$ cat src/rtl/trng_ctrl.sv
// Ring-oscillator sample sequencer: synchronise, rate-divide, health-test, debias
// and pack raw bits into words handed out over valid/ready.
`timescale 1ns/1ps
module trng_ctrl #(
    parameter int WORD_W    = 32,
    parameter int DIV_W     = 8,
    parameter int REP_LIMIT = 16
) (
    input  logic              clk,
    input  logic              rst_n,
    input  logic              en,
    input  logic [DIV_W-1:0]  div,
    input  logic              raw_bit,
    output logic [WORD_W-1:0] data,
    output logic              valid,
    input  logic              ready,
    output logic              health_fail,
    output logic              busy
);
    localparam int BIT_W = $clog2(WORD_W);

    typedef enum logic [1:0] {IDLE, FILL, HOLD, FAIL} state_t;

    state_t            r_state, w_state_next;
    logic              r_sync1, r_sync2;
    logic [DIV_W-1:0]  r_div_cnt, w_div_cnt_next;
    logic              r_pair, w_pair_next;
    logic              r_first, w_first_next;
    logic [BIT_W-1:0]  r_bit_cnt, w_bit_cnt_next;
    logic [7:0]        r_rep_cnt, w_rep_cnt_next;
    logic              r_prev, w_prev_next;
    logic              r_have_prev, w_have_prev_next;
    logic [WORD_W-1:0] r_shift, w_shift_next;
    logic [WORD_W-1:0] r_data, w_data_next;
    logic              r_valid, w_valid_next;
    logic              r_hfail, w_hfail_next;

    logic              w_tick;
    logic [7:0]        w_rep_inc;
    logic [7:0]        w_rep_sample;
    logic              w_trip;
    logic [WORD_W-1:0] w_shift_ins;

    // >= rather than == so a live shrink of div cannot strand the counter above it
    assign w_tick       = (r_state == FILL) && (r_div_cnt >= div);
    assign w_rep_inc    = (r_rep_cnt == 8'hFF) ? r_rep_cnt : r_rep_cnt + 8'd1;
    assign w_rep_sample = (!r_have_prev || (r_sync2 != r_prev)) ? 8'd1 : w_rep_inc;
    assign w_trip       = (w_rep_sample == 8'(REP_LIMIT));

    // Kept debiased bit (first half of the pair) lands at position bit_cnt.
    for (genvar gi = 0; gi < WORD_W; gi++) begin : g_ins
        assign w_shift_ins[gi] = (r_bit_cnt == BIT_W'(gi)) ? r_first : r_shift[gi];
    end

    always_comb begin
        w_state_next     = r_state;
        w_div_cnt_next   = r_div_cnt;
        w_pair_next      = r_pair;
        w_first_next     = r_first;
        w_bit_cnt_next   = r_bit_cnt;
        w_rep_cnt_next   = r_rep_cnt;
        w_prev_next      = r_prev;
        w_have_prev_next = r_have_prev;
        w_shift_next     = r_shift;
        w_data_next      = r_data;
        w_valid_next     = r_valid;
        w_hfail_next     = r_hfail;

        if (!en) begin
            w_state_next = IDLE;
            w_valid_next = 1'b0;
        end else begin
            case (r_state)
                IDLE: begin
                    w_state_next     = FILL;
                    w_div_cnt_next   = '0;
                    w_pair_next      = 1'b0;
                    w_bit_cnt_next   = '0;
                    w_rep_cnt_next   = '0;
                    w_have_prev_next = 1'b0;
                    w_shift_next     = '0;
                    w_hfail_next     = 1'b0;
                end
                FILL: begin
                    w_div_cnt_next = w_tick ? '0 : r_div_cnt + DIV_W'(1);
                    if (w_tick) begin
                        w_rep_cnt_next   = w_rep_sample;
                        w_prev_next      = r_sync2;
                        w_have_prev_next = 1'b1;
                        if (w_trip) begin
                            w_hfail_next = 1'b1;
                            w_pair_next  = 1'b0;
                            w_state_next = FAIL;
                        end else if (!r_pair) begin
                            w_pair_next  = 1'b1;
                            w_first_next = r_sync2;
                        end else begin
                            w_pair_next = 1'b0;
                            if (r_first != r_sync2) begin
                                w_shift_next   = w_shift_ins;
                                w_bit_cnt_next = r_bit_cnt + BIT_W'(1);
                                if (r_bit_cnt == BIT_W'(WORD_W - 1)) begin
                                    w_data_next    = w_shift_ins;
                                    w_valid_next   = 1'b1;
                                    w_bit_cnt_next = '0;
                                    w_state_next   = HOLD;
                                end
                            end
                        end
                    end
                end
                HOLD: begin
                    if (r_valid && ready) begin
                        w_valid_next   = 1'b0;
                        w_bit_cnt_next = '0;
                        w_pair_next    = 1'b0;
                        w_shift_next   = '0;
                        w_state_next   = FILL;
                    end
                end
                default: begin
                    w_valid_next = 1'b0;
                end
            endcase
        end
    end

    always_ff @(posedge clk or negedge rst_n) begin
        if (!rst_n) begin
            r_state     <= IDLE;
            r_sync1     <= 1'b0;
            r_sync2     <= 1'b0;
            r_div_cnt   <= '0;
            r_pair      <= 1'b0;
            r_first     <= 1'b0;
            r_bit_cnt   <= '0;
            r_rep_cnt   <= '0;
            r_prev      <= 1'b0;
            r_have_prev <= 1'b0;
            r_shift     <= '0;
            r_data      <= '0;
            r_valid     <= 1'b0;
            r_hfail     <= 1'b0;
        end else begin
            r_state     <= w_state_next;
            r_sync1     <= raw_bit;
            r_sync2     <= r_sync1;
            r_div_cnt   <= w_div_cnt_next;
            r_pair      <= w_pair_next;
            r_first     <= w_first_next;
            r_bit_cnt   <= w_bit_cnt_next;
            r_rep_cnt   <= w_rep_cnt_next;
            r_prev      <= w_prev_next;
            r_have_prev <= w_have_prev_next;
            r_shift     <= w_shift_next;
            r_data      <= w_data_next;
            r_valid     <= w_valid_next;
            r_hfail     <= w_hfail_next;
        end
    end

    assign data        = r_data;
    assign valid       = r_valid;
    assign health_fail = r_hfail;
    assign busy        = (r_state == FILL);
endmodule

$ cat config.mk
export PLATFORM = sky130hd
export DESIGN_NAME = trng_ctrl
export DESIGN_NICKNAME = d
export VERILOG_FILES = /design/src/rtl/trng_ctrl.sv
export SDC_FILE = /design/constraint.sdc
export NUM_CORES = 1
export LEC_CHECK = 0
export ABC_AREA = 1
export CAP_MARGIN = 10
export CORE_MARGIN = 1.5
export CORE_UTILIZATION = 59
export CTS_BUF_LIST = sky130_fd_sc_hd__clkbuf_8
export DETAILED_ROUTE_END_ITERATION = 8
export PLACE_DENSITY = 0.91
export SLEW_MARGIN = 30
export SYNTH_ARGS = -nofsm -noshare
export SYNTH_HDL_FRONTEND = slang
export SYNTH_SLANG_ARGS = --single-unit
export TNS_END_PERCENT = 10
$ cat constraint.sdc
create_clock -name clk -period 2.1 [get_ports clk]
set_input_delay 0.42 -clock clk [delete_from_list [all_inputs] [get_ports clk]]
set_output_delay 0.42 -clock clk [all_outputs]
set_load 0.02 [all_outputs]
==> metrics.md, run 1 <==
| Metric | Value |
|---|---|
| Status | `complete, but fails checks` |
| Failing checks | `setup timing` |
| Async S/R FF share, synth | `100%` |
| Critical Path Slowest Stage Cell | `dfrtp_1` |
| Final worst slack | `-0.161 ns` |
| Met2 Routed Length | `7.62 mm` |
| Synth area leaders | `dfrtp_1, nand2_1, nor2_1` |
| Initial Utilization | `61.5%` |
| Root buffer cell | `clkbuf_8` |
| Most numerous cell in the Yosys netlist | `nand2_1` |
| FILL cells | `466` |
| First-pass GRT wire length | `21.9 mm` |
| WP data arrival | `2.52 ns` |
| Min Tclk post-route | `2.26 ns` |
| Routed WL | `16.3 mm` |
| Reg area | `2360 um^2` |
| Final net count | `784` |
| Hpwl dp | `8.53 mm` |
| R2R depth | `13` |
| CTS Buffer Depth | `2` |
| CTS H-tree depth | `3` |
| Final Instance Area | `6670 um^2` |
| Multi-input gate area | `2740 um^2` |
| P_leak | `3.16 nW` |
| Worst R2R Setup Slack | `-0.16 ns` |
| Startpoint Class | `flop` |
| M1 wire length | `6.41 mm` |
| Required @ worst endpoint | `2.36 ns` |
| CTS tree | `built` |
| Worst R2R Start | `r_div_cnt[3]` |
| Mapped Cells | `671` |
| Yosys reg bits | `94` |
| Io pins | `48` |
| Crit Path Category | `flop to flop` |
| Top-area cell type share of the netlist area | `45.8%` |
| Die area | `9270 um^2` |
| Crit. End Element | `flop` |
| Max Cap Viol | `0` |
| Drt drc | `0` |
| Fmax | `442 MHz` |
| GRT overflow | `0` |
| Vias in the first global route | `4,764` |
| Synth area leader | `dfrtp_1` |
| Final ANT Viol Nets | `0` |
| Area grow syn2layout | `29.9%` |
| Worst Hold Depth | `0` |
| Worst Skew | `0.0107 ns` |
| Clock Sinks | `94` |
| GR Util All Layers | `30.6%` |
| PortBufs | `47` |
| Die W | `96.3 um` |
| Length of routed met3 wiring | `1.37 mm` |
| Clock latency on the worst-skew pair | `0.37 ns` |
| Wirelength per Cell | `18.9 um` |
| Layout cells sized above 1 | `20.2%` |
| CP Cell Sequence | `ha_4 -> nand2_1 -> inv_2 -> nand2_1 -> nand2_1 -> nand2_1 -> nand4_1 -> nand2_1 -> nor2_2 -> nand4_4 -> clkbuf_16 -> nand2_2 -> nand2_1` |
| Die Height | `96.3 um` |
| Via/cell ratio | `6.19` |
| Post-synth EDFFs | `0` |
| Slew margin rel. | `55.4%` |
| Finished Core Util | `79.9%` |
| Origin of the worst min-delay path | `r_sync1` |
| 1st-iter DRT viols | `712` |
| Mapped Area | `5130 um^2` |
| Synth cell count leaders | `nand2_1, nor2_1, dfrtp_1` |
| Top FF cell, synth | `dfrtp_1` |
| Slew Viols, Final | `0` |
| Final Hold Vio Count | `0` |
| Class of the most critical hold timing path | `flop to flop` |
| Yosys cell types | `35` |
| CTS buffer count | `9` |
| Via Count | `5,345` |
| Highest Signal Layer | `met4` |
| Syn nets | `700` |
| Worst vdd ir | `0.542 mV` |
| Yosys warning count | `0` |
| Hold slack | `0.369 ns` |
| Final GP Congestion | `0.947` |
| Syn Area/Cell | `7.65 um^2` |
| RR Endpoint | `r_shift[21]` |
| Tightest Pin Transition | `0.666 ns` |
| Clk slew on worst S/H paths | `0.09 ns` |
| Setup violators final | `86` |
| Core Area | `8340 um^2` |
| Period utilisation layout | `108%` |
| ANT cells | `0` |
| RSZ-0062 raised after global routing | `true` |
| First-pass iteration count of the detailed router | `7` |
| Row count | `33` |
| CP dominant cell by count | `nand2_1` |
| Antenna violations before repair | `0` |
| Register area share after synthesis | `45.8%` |
| CP peak stage delay | `0.47 ns` |
| Worst Hold Endpoint | `r_sync2` |
| Pwr/cell area | `854 nW/um^2` |
| Largest net degree at the start of global routing | `48` |
| Post-DP Area | `5870 um^2` |
| CP max FO | `7` |
-- flip-flops by register name (all words and copies together) (netlist names) --
name	count
r_div_cnt	8
r_sync1	1
r_sync2	1
valid	1
r_shift	31
r_pair	1
health_fail	1
r_first	1
r_have_prev	1
r_prev	1
r_bit_cnt	5
r_state	2
data	32
r_rep_cnt	8
-- per-layer routing --
metal	track usage [%]	vias to the layer above
met2	48.3	431
met5	0	-
met4	15.3	0
met1	41.7	2495
li1	-	2320
met3	3.55	99
-- logic make-up after synthesis --
kind of cell | after synthesis | share of synthesized area [%]
fa+ha+maj | 16 | 3.90
simple gates | 387 | 33.3
flops | 94 | 45.8
buf+inv | 80 | 6.87
compound gates | 87 | 8.85
xor+xnor | 7 | 1.19
-- critical path, delay by kind of cell (launching register included) --
kind | cells | cell delay [ns]
AND/OR/NAND/NOR | 10 | 1.02
flip-flops | 1 | 0.47
buffers and inverters | 2 | 0.33
adder cells (fa/ha/maj) | 1 | 0.32
-- layout make-up --
class	count	area share, %
inverter	54	3.04
tap	105	1.97
multi-input combinational	498	41.1
clock buffer	11	2.27
clock inverter	3	1.03
timing repair buffer	98	15.2
sequential	94	35.3
-- through the flow --
step / setup slack (ns) / TNS [ns] / std cells / power [mW]
floorplan: 0.182 / 0 / 671 / 3.08
global placement: -0.327 / -23.77 / 827 / 3.56
detailed placement: -0.519 / -37.25 / 827 / 3.62
CTS: -0.0232 / -0.0232 / 844 / 5.02
global route: -0.284 / -12.89 / 863 / 5.85
finish: -0.161 / -6.22 / 863 / 5.69
-- cells in the final DEF (no fill, tap or decap), drive strengths merged --
| cell type | n |
|---|---|
| nand2 | 201 |
| nor2 | 101 |
| dfrtp | 94 |
| nand3 | 76 |
| inv | 54 |
| buf | 47 |
| o21ai | 44 |
| clkdlybuf4s50 | 38 |
| a21oi | 32 |
| ha | 16 |
| clkbuf | 15 |
| dlymetal6s2s | 7 |
| o22ai | 6 |
| xor2 | 4 |
| xnor2 | 3 |
| nor3 | 3 |
| nand4 | 3 |
| a31oi | 2 |
| bufinv | 2 |
| o21bai | 1 |
| a21o | 1 |
| nor4 | 1 |
| nand3b | 1 |
| or2 | 1 |
| a22o | 1 |
| nor3b | 1 |
| clkinv | 1 |
| dlygate4sd3 | 1 |
| dlygate4sd2 | 1 |
-- how the worst max path moves through the flow --
stage | startpoint | to | slack [ns] | cells past startpoint
2_1_floorplan | div[7] | r_bit_cnt[2] | 0.18 | 12
3_3_place_gp | div[7] | r_shift[25] | -0.33 | 13
3_5_place_dp | div[7] | r_shift[14] | -0.52 | 13
4_1_cts | r_rep_cnt[0] | data[15] | -0.02 | 14
5_1_grt | r_div_cnt[0] | r_shift[21] | -0.28 | 15
6_report | r_div_cnt[3] | r_shift[21] | -0.16 | 13
-- report_power, final --
group          total (mW)  switching [mW]  internal [mW]
combinational        2.30            1.46          0.844
sequential           2.02           0.125           1.90
clock                1.37           0.643          0.726
-- repair_timing --
item / in CTS / in global routing
pin swaps: 2 / 17
hold buffers: 1 / 0
resized for setup: 8 / 79
setup endpoints to repair: 71 / 90
setup buffers: 1 / 12
hold endpoints to repair: 7 / 0
gates cloned: 1 / 7
Note: power is estimated with default switching activity, not from simulation.
==> run 2, diff against run 1 <==
--- a/config.mk
+++ b/config.mk
@@ -12,6 +12,7 @@
 export CTS_BUF_LIST = sky130_fd_sc_hd__clkbuf_8
 export DETAILED_ROUTE_END_ITERATION = 8
 export PLACE_DENSITY = 0.91
+export REMOVE_ABC_BUFFERS = 1
 export SLEW_MARGIN = 30
 export SYNTH_ARGS = -nofsm -noshare
 export SYNTH_HDL_FRONTEND = slang
==> metrics.md, run 2 (synthesized netlist as in run 1, its figures left out) <==
| Metric | Value |
|---|---|
| CP peak stage delay | `0.47 ns` |
| Worst R2R Setup Slack | `-0.15 ns` |
| Initial Utilization | `61.5%` |
| Post-DP Area | `5880 um^2` |
| Final worst slack | `-0.147 ns` |
| Antenna violations before repair | `0` |
| Worst path top cell family by delay | `simple AND/OR/NAND/NOR gates` |
| Slew Viols, Final | `0` |
| Clock power frac | `22.0%` |
| Row count | `33` |
| Most common cell after layout, fill and taps aside | `nand2_1` |
| CTS Buffer Depth | `2` |
| Commonest non-fill, non-tap cells in the layout | `nand2_1, nor2_1, dfrtp_1, nand3_1, inv_1` |
| Final Instance Area | `6470 um^2` |
| Design internal power | `3.16 mW` |
| CTS H-tree depth | `3` |
| PortBufs | `47` |
| Final GP Congestion | `0.860` |
| CTS tree | `built` |
| Max Cap Viol | `0` |
| CP dominant cell by count | `nand2_1` |
| First-pass iteration count of the detailed router | `6` |
| CP max FO | `18` |
| First-pass GRT wire length | `20.6 mm` |
| Io pins | `48` |
| Pwr/cell area | `831 nW/um^2` |
| P_leak | `3.06 nW` |
| Fmax | `445 MHz` |
| Area grow syn2layout | `26.0%` |
| Die Height | `96.3 um` |
| Dpl ws | `-0.478 ns` |
| Clock Sinks | `94` |
| ANT cells | `0` |
| Die area | `9270 um^2` |
| Via/cell ratio | `6.12` |
| Switching Share | `41.1%` |
| Min Tclk post-route | `2.25 ns` |
| Largest net degree at the start of global routing | `68` |
| Final Hold Vio Count | `0` |
| Sequential power share | `37.4%` |
| Startpoint Class | `flop` |
| Psw | `2.21 mW` |
| Logic gate share of total power | `40.6%` |
| GRT overflow | `0` |
| Crit Path Category | `flop to flop` |
| Max reg flops | `32` |
| Worst vdd ir | `0.557 mV` |
| 1st-iter DRT viols | `768` |
| Core Area | `8340 um^2` |
| Tightest Pin Transition | `0.706 ns` |
| Hpwl dp | `8.41 mm` |
| Root buffer cell | `clkbuf_8` |
| Via Count | `5,228` |
| Status | `complete, but fails checks` |
| Period utilisation layout | `107%` |
| Layout cells sized above 1 | `18.2%` |
| RSZ-0062 raised after global routing | `true` |
| Failing checks | `setup timing` |
| Wirelength per Cell | `18.0 um` |
| Setup violators final | `72` |
| CP Cell Sequence | `ha_4 -> nand2_2 -> nor2_4 -> nand4_1 -> nand4_1 -> nand2_1 -> nor2_2 -> nand4_4 -> clkbuf_16 -> nand2_1 -> nand2_1` |
| Critical Path Slowest Stage Cell | `dfrtp_1` |
| Crit. End Element | `flop` |
| Routed WL | `15.4 mm` |
| GR Util All Layers | `28.6%` |
| Required @ worst endpoint | `2.37 ns` |
| Drt drc | `0` |
| CTS buffer count | `9` |
| Clock latency on the worst-skew pair | `0.37 ns` |
| Vias in the first global route | `4,568` |
| Final ANT Viol Nets | `0` |
| WP data arrival | `2.51 ns` |
| Worst Skew | `0.0144 ns` |
| Buffers & Inverters on Critical Path | `1` |
| Die W | `96.3 um` |
| Clk slew on worst S/H paths | `0.09 ns` |
| Final net count | `773` |
| Class of the most critical hold timing path | `flop to flop` |
| Slew margin rel. | `52.8%` |
[run 2: cell types whose count changed in the layout (fill, tap and decap cells not counted), sizes merged]
cell,before,now
buf,47,36
bufinv,2,0
clkinv,1,3
clkinvlp,0,1
inv,54,55
[run 2: area by class of cell]
type	count	area (um^2)
Clock buffer	11	151
Clock inverter	5	42.5
Fill cell	483	1870
Inverter	54	203
Multi-Input combinational cell	498	2650
Sequential cell	94	2360
Tap cell	105	131
Timing Repair Buffer	87	936
[run 2: worst paths after layout]
| path | from | endpoint | depth (start not counted) |
|---|---|---|---|
| max in group asynchronous | rst_n | r_prev | 3 |
| min in group asynchronous | rst_n | data[30] | 2 |
| hold / removal | r_sync1 | r_sync2 | 0 |
| setup reg to reg | r_div_cnt[5] | r_bit_cnt[2] | 11 |
| hold reg to reg | r_sync1 | r_sync2 | 0 |
| setup / recovery | r_div_cnt[5] | r_bit_cnt[2] | 11 |
[run 2: repair_timing]
action,in CTS,in global routing
gates resized for setup,6,64
hold endpoints to repair,27,0
endpoints found under the setup margin,71,86
setup buffers,1,4
hold buffers,1,0
gates cloned,0,5
pin swaps,2,4
[run 2: layer usage]
metal	track usage (%)	routed length, um
met1	35.4	5910
met2	49.5	7140
met3	4.98	1350
met4	11.2	979
met5	0	0
[run 2: power by group through the flow]
stage / registers (mW) / logic [mW] / clock network, mW
5_1_grt: 2.02 / 2.27 / 1.25
3_5_place_dp: 2.02 / 1.59 / 0
2_1_floorplan: 2.02 / 0.898 / 0
4_1_cts: 1.99 / 1.63 / 1.18
3_3_place_gp: 2.02 / 1.53 / 0
6_report: 2.01 / 2.18 / 1.18
[run 2: worst register-to-register path: cells and delay by family, from the launching register on]
kind / cells / cell delay, ns
adder cells (fa/ha/maj): 1 / 0.33
buffers and inverters: 1 / 0.26
flip-flops: 1 / 0.47
AND/OR/NAND/NOR: 9 / 1.08
[run 2: through the flow]
step / total power, mW / util (%) / std cells / TNS (ns) / hold WS (ns)
after floorplan: 2.92 / - / 645 / -15.07 / 0.124
after global placement: 3.54 / 70.5 / 827 / -24.32 / 0.344
after detailed placement: 3.61 / 70.5 / 827 / -34.94 / 0.340
after CTS: 4.79 / 73.3 / 845 / -0.00839 / 0.370
after global routing: 5.54 / 77.6 / 854 / -6.83 / 0.371
final: 5.37 / 77.6 / 854 / -5.24 / 0.370
